<file path="src/rtl/dec8_pkg.sv">
// ---------------------------------------------------------------------------
// dec8_pkg
// Shared types and helpers for the dec8_strobe decoder slice.
//   state_t   : controller states (idle, pulse being held, idle gap)
//   onehot8   : converts a 3-bit binary code into an 8-bit one-hot word
//   cnt_width : counter width needed to hold max(PULSE_LEN, GAP, 1)
//   CNT_W     : counter width for the default PULSE_LEN/GAP configuration
// ---------------------------------------------------------------------------
package dec8_pkg;

   // Controller states. The ST_ prefix keeps the GAP literal from colliding
   // with the GAP parameter of the top level.
   typedef enum logic [1:0] {
      ST_IDLE  = 2'd0,
      ST_PULSE = 2'd1,
      ST_GAP   = 2'd2
   } state_t;

   localparam int CODE_W           = 3;
   localparam int DEF_PULSE_LEN    = 4;
   localparam int DEF_GAP          = 1;
   localparam int DEF_FIFO_DEPTH   = 4;

   // The counter only ever holds PULSE_LEN-1 or GAP-1, but one extra bit of
   // headroom keeps the width sane when both parameters are 1 or 0.
   function automatic int cnt_width(input int pulse_len, input int gap);
      int m;
      m = pulse_len;
      if (gap > m) begin
         m = gap;
      end
      if (m < 1) begin
         m = 1;
      end
      return $clog2(m) + 1;
   endfunction

   localparam int CNT_W = cnt_width(DEF_PULSE_LEN, DEF_GAP);

   // Bit position equal to the binary code is set, all other bits clear.
   function automatic logic [7:0] onehot8(input logic [2:0] code);
      onehot8 = 8'b0000_0001 << code;
   endfunction

endpackage

</file>
<file path="src/rtl/dec8_fifo.sv">
// ---------------------------------------------------------------------------
// dec8_fifo
// Small synchronous FIFO that buffers codes for the strobe decoder.
// Occupancy, full and empty are all registered so downstream control never
// sees a combinational path from push/pop back into the flags.
//   clk      in         : clock, rising edge
//   rst_n    in         : synchronous active-low reset
//   push     in         : write wr_data at the tail (ignored when full)
//   wr_data  in  WIDTH  : data to write
//   pop      in         : advance the head (ignored when empty)
//   rd_data  out WIDTH  : current head entry (valid while !empty)
//   level    out        : number of stored entries
//   empty    out        : registered level == 0
//   in_ready out        : registered !full, held low during reset
// ---------------------------------------------------------------------------
module dec8_fifo #(
   parameter int WIDTH = 3,
   parameter int DEPTH = 4
) (
   input  logic                     clk,
   input  logic                     rst_n,
   input  logic                     push,
   input  logic [WIDTH-1:0]         wr_data,
   input  logic                     pop,
   output logic [WIDTH-1:0]         rd_data,
   output logic [$clog2(DEPTH):0]   level,
   output logic                     empty,
   output logic                     in_ready
);

   localparam int PTR_W = $clog2(DEPTH);
   localparam int LVL_W = PTR_W + 1;

   logic [WIDTH-1:0] mem_q [DEPTH];
   logic [WIDTH-1:0] mem_d [DEPTH];
   logic [PTR_W-1:0] wr_ptr_q;
   logic [PTR_W-1:0] wr_ptr_d;
   logic [PTR_W-1:0] rd_ptr_q;
   logic [PTR_W-1:0] rd_ptr_d;
   logic [LVL_W-1:0] level_q;
   logic [LVL_W-1:0] level_d;
   logic             full_q;
   logic             full_d;
   logic             empty_q;
   logic             empty_d;
   logic             ready_q;
   logic             ready_d;
   logic             wr_en;
   logic             rd_en;

   // Guard the requests against the registered flags so a stray push while
   // full or pop while empty can never corrupt the pointers or the count.
   assign wr_en = push && !full_q;
   assign rd_en = pop && !empty_q;

   // Next-state for storage, pointers and occupancy. Pointers wrap for free
   // because DEPTH is a power of two; level is what tells full from empty.
   // The flags are derived from the next level so they are registered
   // alongside it rather than decoded after the flop.
   always_comb begin
      mem_d    = mem_q;
      wr_ptr_d = wr_ptr_q;
      rd_ptr_d = rd_ptr_q;
      level_d  = level_q;

      if (wr_en) begin
         mem_d[wr_ptr_q] = wr_data;
         wr_ptr_d        = wr_ptr_q + PTR_W'(1);
      end

      if (rd_en) begin
         rd_ptr_d = rd_ptr_q + PTR_W'(1);
      end

      case ({wr_en, rd_en})
         2'b10:   level_d = level_q + LVL_W'(1);
         2'b01:   level_d = level_q - LVL_W'(1);
         default: level_d = level_q;
      endcase

      full_d  = (level_d == LVL_W'(DEPTH));
      empty_d = (level_d == '0);
      ready_d = !full_d;
   end

   // State register. ready_q resets low so the producer sees no room while
   // reset is held, and comes up high on the first clock after release.
   always_ff @(posedge clk) begin
      if (!rst_n) begin
         mem_q    <= '{default: '0};
         wr_ptr_q <= '0;
         rd_ptr_q <= '0;
         level_q  <= '0;
         full_q   <= 1'b0;
         empty_q  <= 1'b1;
         ready_q  <= 1'b0;
      end else begin
         mem_q    <= mem_d;
         wr_ptr_q <= wr_ptr_d;
         rd_ptr_q <= rd_ptr_d;
         level_q  <= level_d;
         full_q   <= full_d;
         empty_q  <= empty_d;
         ready_q  <= ready_d;
      end
   end

   // The head is read straight out of the storage flops. A freshly written
   // entry only lands in storage at the clock edge, so it cannot fall through.
   assign rd_data  = mem_q[rd_ptr_q];
   assign level    = level_q;
   assign empty    = empty_q;
   assign in_ready = ready_q;

endmodule

</file>
<file path="src/rtl/dec8_strobe.sv">
// ---------------------------------------------------------------------------
// dec8_strobe
// Registered 3-to-8 one-hot decoder with an input FIFO and timed strobes.
// Each queued code is replayed as a one-hot word on d_out for PULSE_LEN
// cycles, optionally followed by GAP all-zero cycles.
//   clk       in     : clock, rising edge
//   rst_n     in     : synchronous active-low reset
//   in_valid  in     : in_code is valid
//   in_ready  out    : FIFO can accept a code (registered !full)
//   in_code   in  3  : binary code 0..7
//   en        in     : allows the next code to be popped; never aborts one
//   d_out     out 8  : registered one-hot strobe, zero when idle or in gap
//   out_valid out    : d_out is non-zero
//   busy      out    : controller active or codes still queued
//   level     out    : FIFO occupancy
// ---------------------------------------------------------------------------
module dec8_strobe
   import dec8_pkg::*;
#(
   parameter int PULSE_LEN  = 4,
   parameter int GAP        = 1,
   parameter int FIFO_DEPTH = 4
) (
   input  logic                          clk,
   input  logic                          rst_n,
   input  logic                          in_valid,
   output logic                          in_ready,
   input  logic [2:0]                    in_code,
   input  logic                          en,
   output logic [7:0]                    d_out,
   output logic                          out_valid,
   output logic                          busy,
   output logic [$clog2(FIFO_DEPTH):0]   level
);

   localparam int              CTR_W      = cnt_width(PULSE_LEN, GAP);
   localparam bit              HAS_GAP    = (GAP > 0);
   localparam logic [CTR_W-1:0] PULSE_LOAD = CTR_W'(PULSE_LEN - 1);
   localparam logic [CTR_W-1:0] GAP_LOAD   = CTR_W'((GAP > 0) ? (GAP - 1) : 0);

   state_t           state_q;
   state_t           state_d;
   logic [CTR_W-1:0] cnt_q;
   logic [CTR_W-1:0] cnt_d;
   logic [7:0]       d_out_q;
   logic [7:0]       d_out_d;
   logic             fifo_push;
   logic             fifo_pop;
   logic [2:0]       fifo_code;
   logic             fifo_empty;
   logic             can_pop;

   assign fifo_push = in_valid && in_ready;

   // Code buffer between the command stream and the strobe controller.
   dec8_fifo #(
      .WIDTH (CODE_W),
      .DEPTH (FIFO_DEPTH)
   ) u_fifo (
      .clk      (clk),
      .rst_n    (rst_n),
      .push     (fifo_push),
      .wr_data  (in_code),
      .pop      (fifo_pop),
      .rd_data  (fifo_code),
      .level    (level),
      .empty    (fifo_empty),
      .in_ready (in_ready)
   );

   // en is only consulted at the point where a new code would be started,
   // which is what lets a pulse or gap in progress run to completion.
   assign can_pop = en && !fifo_empty;

   // Strobe controller. The counter is loaded with length-1 on entry so the
   // state lasts exactly PULSE_LEN (or GAP) cycles, counting down to zero.
   // The end of a gap applies the same pop rule as idle in the same cycle,
   // so pulse starts are spaced PULSE_LEN+GAP apart with a non-empty FIFO.
   // With no gap, the end of a pulse loads the next code directly, giving
   // back-to-back strobes with no zero cycle between them.
   always_comb begin
      state_d  = state_q;
      cnt_d    = cnt_q;
      d_out_d  = d_out_q;
      fifo_pop = 1'b0;

      case (state_q)
         ST_IDLE: begin
            d_out_d = '0;
            if (can_pop) begin
               fifo_pop = 1'b1;
               d_out_d  = onehot8(fifo_code);
               cnt_d    = PULSE_LOAD;
               state_d  = ST_PULSE;
            end
         end

         ST_PULSE: begin
            if (cnt_q != '0) begin
               cnt_d = cnt_q - CTR_W'(1);
            end else if (HAS_GAP) begin
               d_out_d = '0;
               cnt_d   = GAP_LOAD;
               state_d = ST_GAP;
            end else if (can_pop) begin
               fifo_pop = 1'b1;
               d_out_d  = onehot8(fifo_code);
               cnt_d    = PULSE_LOAD;
               state_d  = ST_PULSE;
            end else begin
               d_out_d = '0;
               state_d = ST_IDLE;
            end
         end

         ST_GAP: begin
            d_out_d = '0;
            if (cnt_q != '0) begin
               cnt_d = cnt_q - CTR_W'(1);
            end else if (can_pop) begin
               fifo_pop = 1'b1;
               d_out_d  = onehot8(fifo_code);
               cnt_d    = PULSE_LOAD;
               state_d  = ST_PULSE;
            end else begin
               state_d = ST_IDLE;
            end
         end

         default: begin
            d_out_d = '0;
            cnt_d   = '0;
            state_d = ST_IDLE;
         end
      endcase
   end

   // State, counter and output register. Reset mid-pulse simply drops
   // everything; the FIFO is cleared on the same edge so queued codes vanish.
   always_ff @(posedge clk) begin
      if (!rst_n) begin
         state_q <= ST_IDLE;
         cnt_q   <= '0;
         d_out_q <= '0;
      end else begin
         state_q <= state_d;
         cnt_q   <= cnt_d;
         d_out_q <= d_out_d;
      end
   end

   assign d_out     = d_out_q;
   assign out_valid = (d_out_q != '0);
   assign busy      = (state_q != ST_IDLE) || !fifo_empty;

endmodule

</file>
<file path="config.mk">
export PLATFORM = sky130hd
export DESIGN_NAME = dec8_strobe
export DESIGN_NICKNAME = d
export VERILOG_FILES = /design/src/rtl/dec8_pkg.sv /design/src/rtl/dec8_fifo.sv /design/src/rtl/dec8_strobe.sv
export SDC_FILE = /design/constraint.sdc
export NUM_CORES = 1
export LEC_CHECK = 0
export ABC_CLOCK_PERIOD_IN_PS = 3200
export CAP_MARGIN = 20
export CORE_ASPECT_RATIO = 2
export CORE_MARGIN = 2
export CORE_UTILIZATION = 54
export CTS_CLUSTER_SIZE = 8
export DETAILED_ROUTE_END_ITERATION = 6
export MAX_ROUTING_LAYER = met4
export PLACE_DENSITY = 0.78
export SYNTH_ARGS = -nofsm -noshare
export SYNTH_HDL_FRONTEND = slang
export SYNTH_SLANG_ARGS = --single-unit
</file>
<file path="constraint.sdc">
create_clock -name clk -period 3.2 [get_ports clk]
set_input_delay 0.64 -clock clk [delete_from_list [all_inputs] [get_ports clk]]
set_output_delay 0.64 -clock clk [all_outputs]
set_load 0.02 [all_outputs]
</file>
==> metrics.md <==
| Metric | Value |
|---|---|
| Netlist area before placement | roughly 1700 sq um |
| DRT antenna net count | 0 |
| Portion of synthesized cell area occupied by the leading cell type | about two fifths |
| Area added between synthesis and finish | 18.03% |
| Buffers inserted during post-CTS setup optimization | 0 |
| Unique masters post-synth | 35 |
| Buf+Inv Stages, Crit Path | 2 |
| Avg Synthesized Cell Area | 9.126 sq um |
| Required @ worst endpoint | 3.36 ns |
| Die outline area | 3599 sq um |
| Fin Setup TNS | 0 ns |
| Number of hold buffers added after CTS | 0 |
| Worst voltage drop across the vdd grid | around 0.59 mV |
| DRC violation count after routing | 0 |
| Post-synth EDFFs | 0 |
| Buffers from clock root to sink, at most | 2 |
| Top Family by Delay on Critical Path | adder cells |
| Startpoint Class | register |
| Cell chosen for the clock root | sky130_fd_sc_hd__clkbuf_8 |
| CP cell instances | inv_1 -> ha_1 -> ha_1 -> nand2b_1 -> and2_1 -> ha_1 -> inv_1 -> fa_1 -> nor3b_1 -> a31oi_1 -> o21ai_0 |
| Total wire length after detailed routing | 3.194 mm |
| TritonCTS Buffers | 5 |
| Vias in the first global route | 1300 |
| Number of primary I/O pins | 21 |
| Area leader, netlist | sky130_fd_sc_hd__dfxtp_1 |
| Most numerous cell in the Yosys netlist | sky130_fd_sc_hd__dfxtp_1 |
| Critical setup path kind | register to register |
| Global-route congestion overflow total | 0 |
| Vert. Die Dim | between 80 and 90 um |
| Hold violation count in the final report | 0 |
| Antenna violations before repair | 0 |
| Max stage delay cell, worst path | sky130_fd_sc_hd__fa_1 |
| Clock tree from TritonCTS | built |
| Cell types with the highest counts after synthesis | sky130_fd_sc_hd__dfxtp_1, sky130_fd_sc_hd__nand2_1, sky130_fd_sc_hd__inv_1 |
| Most area-consuming cells after synthesis | sky130_fd_sc_hd__dfxtp_1, sky130_fd_sc_hd__ha_1, sky130_fd_sc_hd__nand2_1 |
| Avg WL per Cell | 13.53 um |
| Number of vias per cell | 5.733 |
| Count of input and output buffers | 20 |
| Run status | complete, no violations |
| Number of nets in the final layout | ~220 |
| Pins Over Slew Limit | 0 |
| Clock sink count | 35 |
| Ys Warns | 0 |
| RSZ-0062 raised after global routing | no |
| Max cap viols | 0 |
| Arrival time at the worst endpoint | 2.95 ns |
| Count of filler cells inserted in the layout | 235 |
| GR Util All Layers | 20.23% |
| Cell repeated most along the worst path | sky130_fd_sc_hd__ha_1 |
| Detailed placement HPWL | between 2 and 2.5 mm |
| Combined flip-flop and latch cell area | around 700 sq um |
| CP peak stage delay | 0.42 ns |
| Number of DRC markers in iteration 0 | 58 |
| Critical Path End Type | register |
| Count of endpoints failing setup in the final report | 0 |
| Total power density per cell area | 656.0 nW/um^2 |
| Clock transition at the register clock pins on the worst setup and hold paths after CTS | 0.07 ns |
| Peak fanout along the critical path | 10 |
| Worst rel slew slack | approximately three quarters |
| Part of the Yosys area used for sequential elements | 41.73% |
| Largest clock skew in the final design | 0.004975 ns |
| Chip width | between 40 and 50 um |
| Deepest level of the CTS H-tree | 2 |
| Classification of the worst-slack hold path | register to register |
| Share of post-route cells with drive strength above 1 | a little under a tenth |
| Pin slew with the least headroom to its limit | 0.4014 ns |
| Placement Rows | 28 |
| Largest net degree at the start of global routing | 30 |
| First-pass GRT wire length | 5.457 mm |
| Instance count of the mapped netlist | 184 |
| DRT Pass-1 Iters | 4 |
| Area of the multi-input gates | 884.6 sq um |
| Quantity of gates resized following cts | 0 |
| Post-layout minimum cycle time | 2.788 ns |
| Asr flop ratio synth | 0% |
| Routability cong. | 0.8079 |
| Via count | between 1000 and 1500 |
| Net count after synthesis | 200 |
| Initial Utilization | between 50 and 60% |
| Worst-skew pair later-pin latency | approximately 0.29 ns |
| Core footprint | 2978 sq um |
| Final worst path period share | ~87% |
| Maximum achievable frequency | 0.3586 GHz |
| Diode count | 0 |
| LEAKAGE | 0.0007410 uW |
| Main synth FF type | sky130_fd_sc_hd__dfxtp_1 |
| Yosys reg bits | 35 |
| Hold Worst Slack | roughly 0.47 ns |
area by class of cell:
class	count	area share (%)
inverters	14	2.652
multi-input cells	126	44.63
clock inverters	3	0.7576
flip-flops and latches	35	35.35
clock buffers	5	3.472
well taps	30	1.894
repair buffers	23	11.24
sequential cells by signal (all words and copies together) (netlist names), 2 cells and up:
name	cells
d_out	8
state_q	2
cnt_q	3
u_fifo.wr_ptr_q	2
u_fifo.rd_ptr_q	2
u_fifo.mem_q	12
u_fifo.level	3
worst register-to-register path, stage by stage (launching register included):
cell and delay, ns:
sky130_fd_sc_hd__dfxtp_1 0.37, sky130_fd_sc_hd__inv_1 0.06, sky130_fd_sc_hd__ha_1 0.21, sky130_fd_sc_hd__ha_1 0.28, sky130_fd_sc_hd__nand2b_1 0.25, sky130_fd_sc_hd__and2_1 0.19
sky130_fd_sc_hd__ha_1 0.22, sky130_fd_sc_hd__inv_1 0.08, sky130_fd_sc_hd__fa_1 0.42, sky130_fd_sc_hd__nor3b_1 0.15, sky130_fd_sc_hd__a31oi_1 0.29, sky130_fd_sc_hd__o21ai_0 0.15
power by group:
part	total, uW	switching (uW)	internal [uW]	leakage (uW)
combinational	446	236	210	0.000409
clock	309	160	149	0.0000477
sequential	545	55.4	489	0.000284
total	1300	452	848	0.000741
cells by family (layout without fill, tap and decap cells):
group	Yosys count	in the layout	synth area share, %
buf+inv	23	45	5.589
flops	35	35	41.73
mux	3	3	4.024
fa+ha+maj	9	9	7.154
xor+xnor	7	7	3.651
simple gates	69	69	21.39
compound gates	38	38	16.47
worst paths after layout:
check / start / end / slack (ns) / depth (start not counted)
min: u_fifo.mem_q[10] / u_fifo.mem_q[10] / 0.47 / 2
max reg2reg: cnt_q[0] / u_fifo.empty / 0.41 / 11
min reg2reg: u_fifo.mem_q[10] / u_fifo.mem_q[10] / 0.47 / 2
max: cnt_q[0] / u_fifo.empty / 0.41 / 11
cells in the final DEF, fill, tap and decap left out, types with 6 or more instances in the layout:
cell and count:
sky130_fd_sc_hd__and2_1 7, sky130_fd_sc_hd__nand3_1 13, sky130_fd_sc_hd__clkdlybuf4s50_1 20, sky130_fd_sc_hd__o21ai_0 8, sky130_fd_sc_hd__inv_1 14, sky130_fd_sc_hd__dfxtp_1 35, sky130_fd_sc_hd__a21boi_0 12, sky130_fd_sc_hd__nor2_1 6
sky130_fd_sc_hd__ha_1 8, sky130_fd_sc_hd__nand2_1 25
stage by stage:
step	total power, uW	area (sq um)	instances	setup slack (ns)	util (%)
floorplan	872.6	1679	184	0.6874	-
global placement	978.2	1898	228	0.3510	63.74
detailed placement	1003	1898	228	0.2169	63.74
CTS	1310	1982	236	0.3636	66.55
global route	1379	1982	236	0.2404	66.55
finish	1300	1982	236	0.4115	66.55
metal layers:
metal	wire length [um]	GRT usage (%)	up-vias	part of all wire [%]
li1	-	-	676	-
met1	1231	20.73	635	39
met2	1766	34.46	33	55
met3	113	5.217	9	3.5
met4	82	9.366	0	2.6
met5	0	-	-	0
Power figures use the tool's default switching activity.
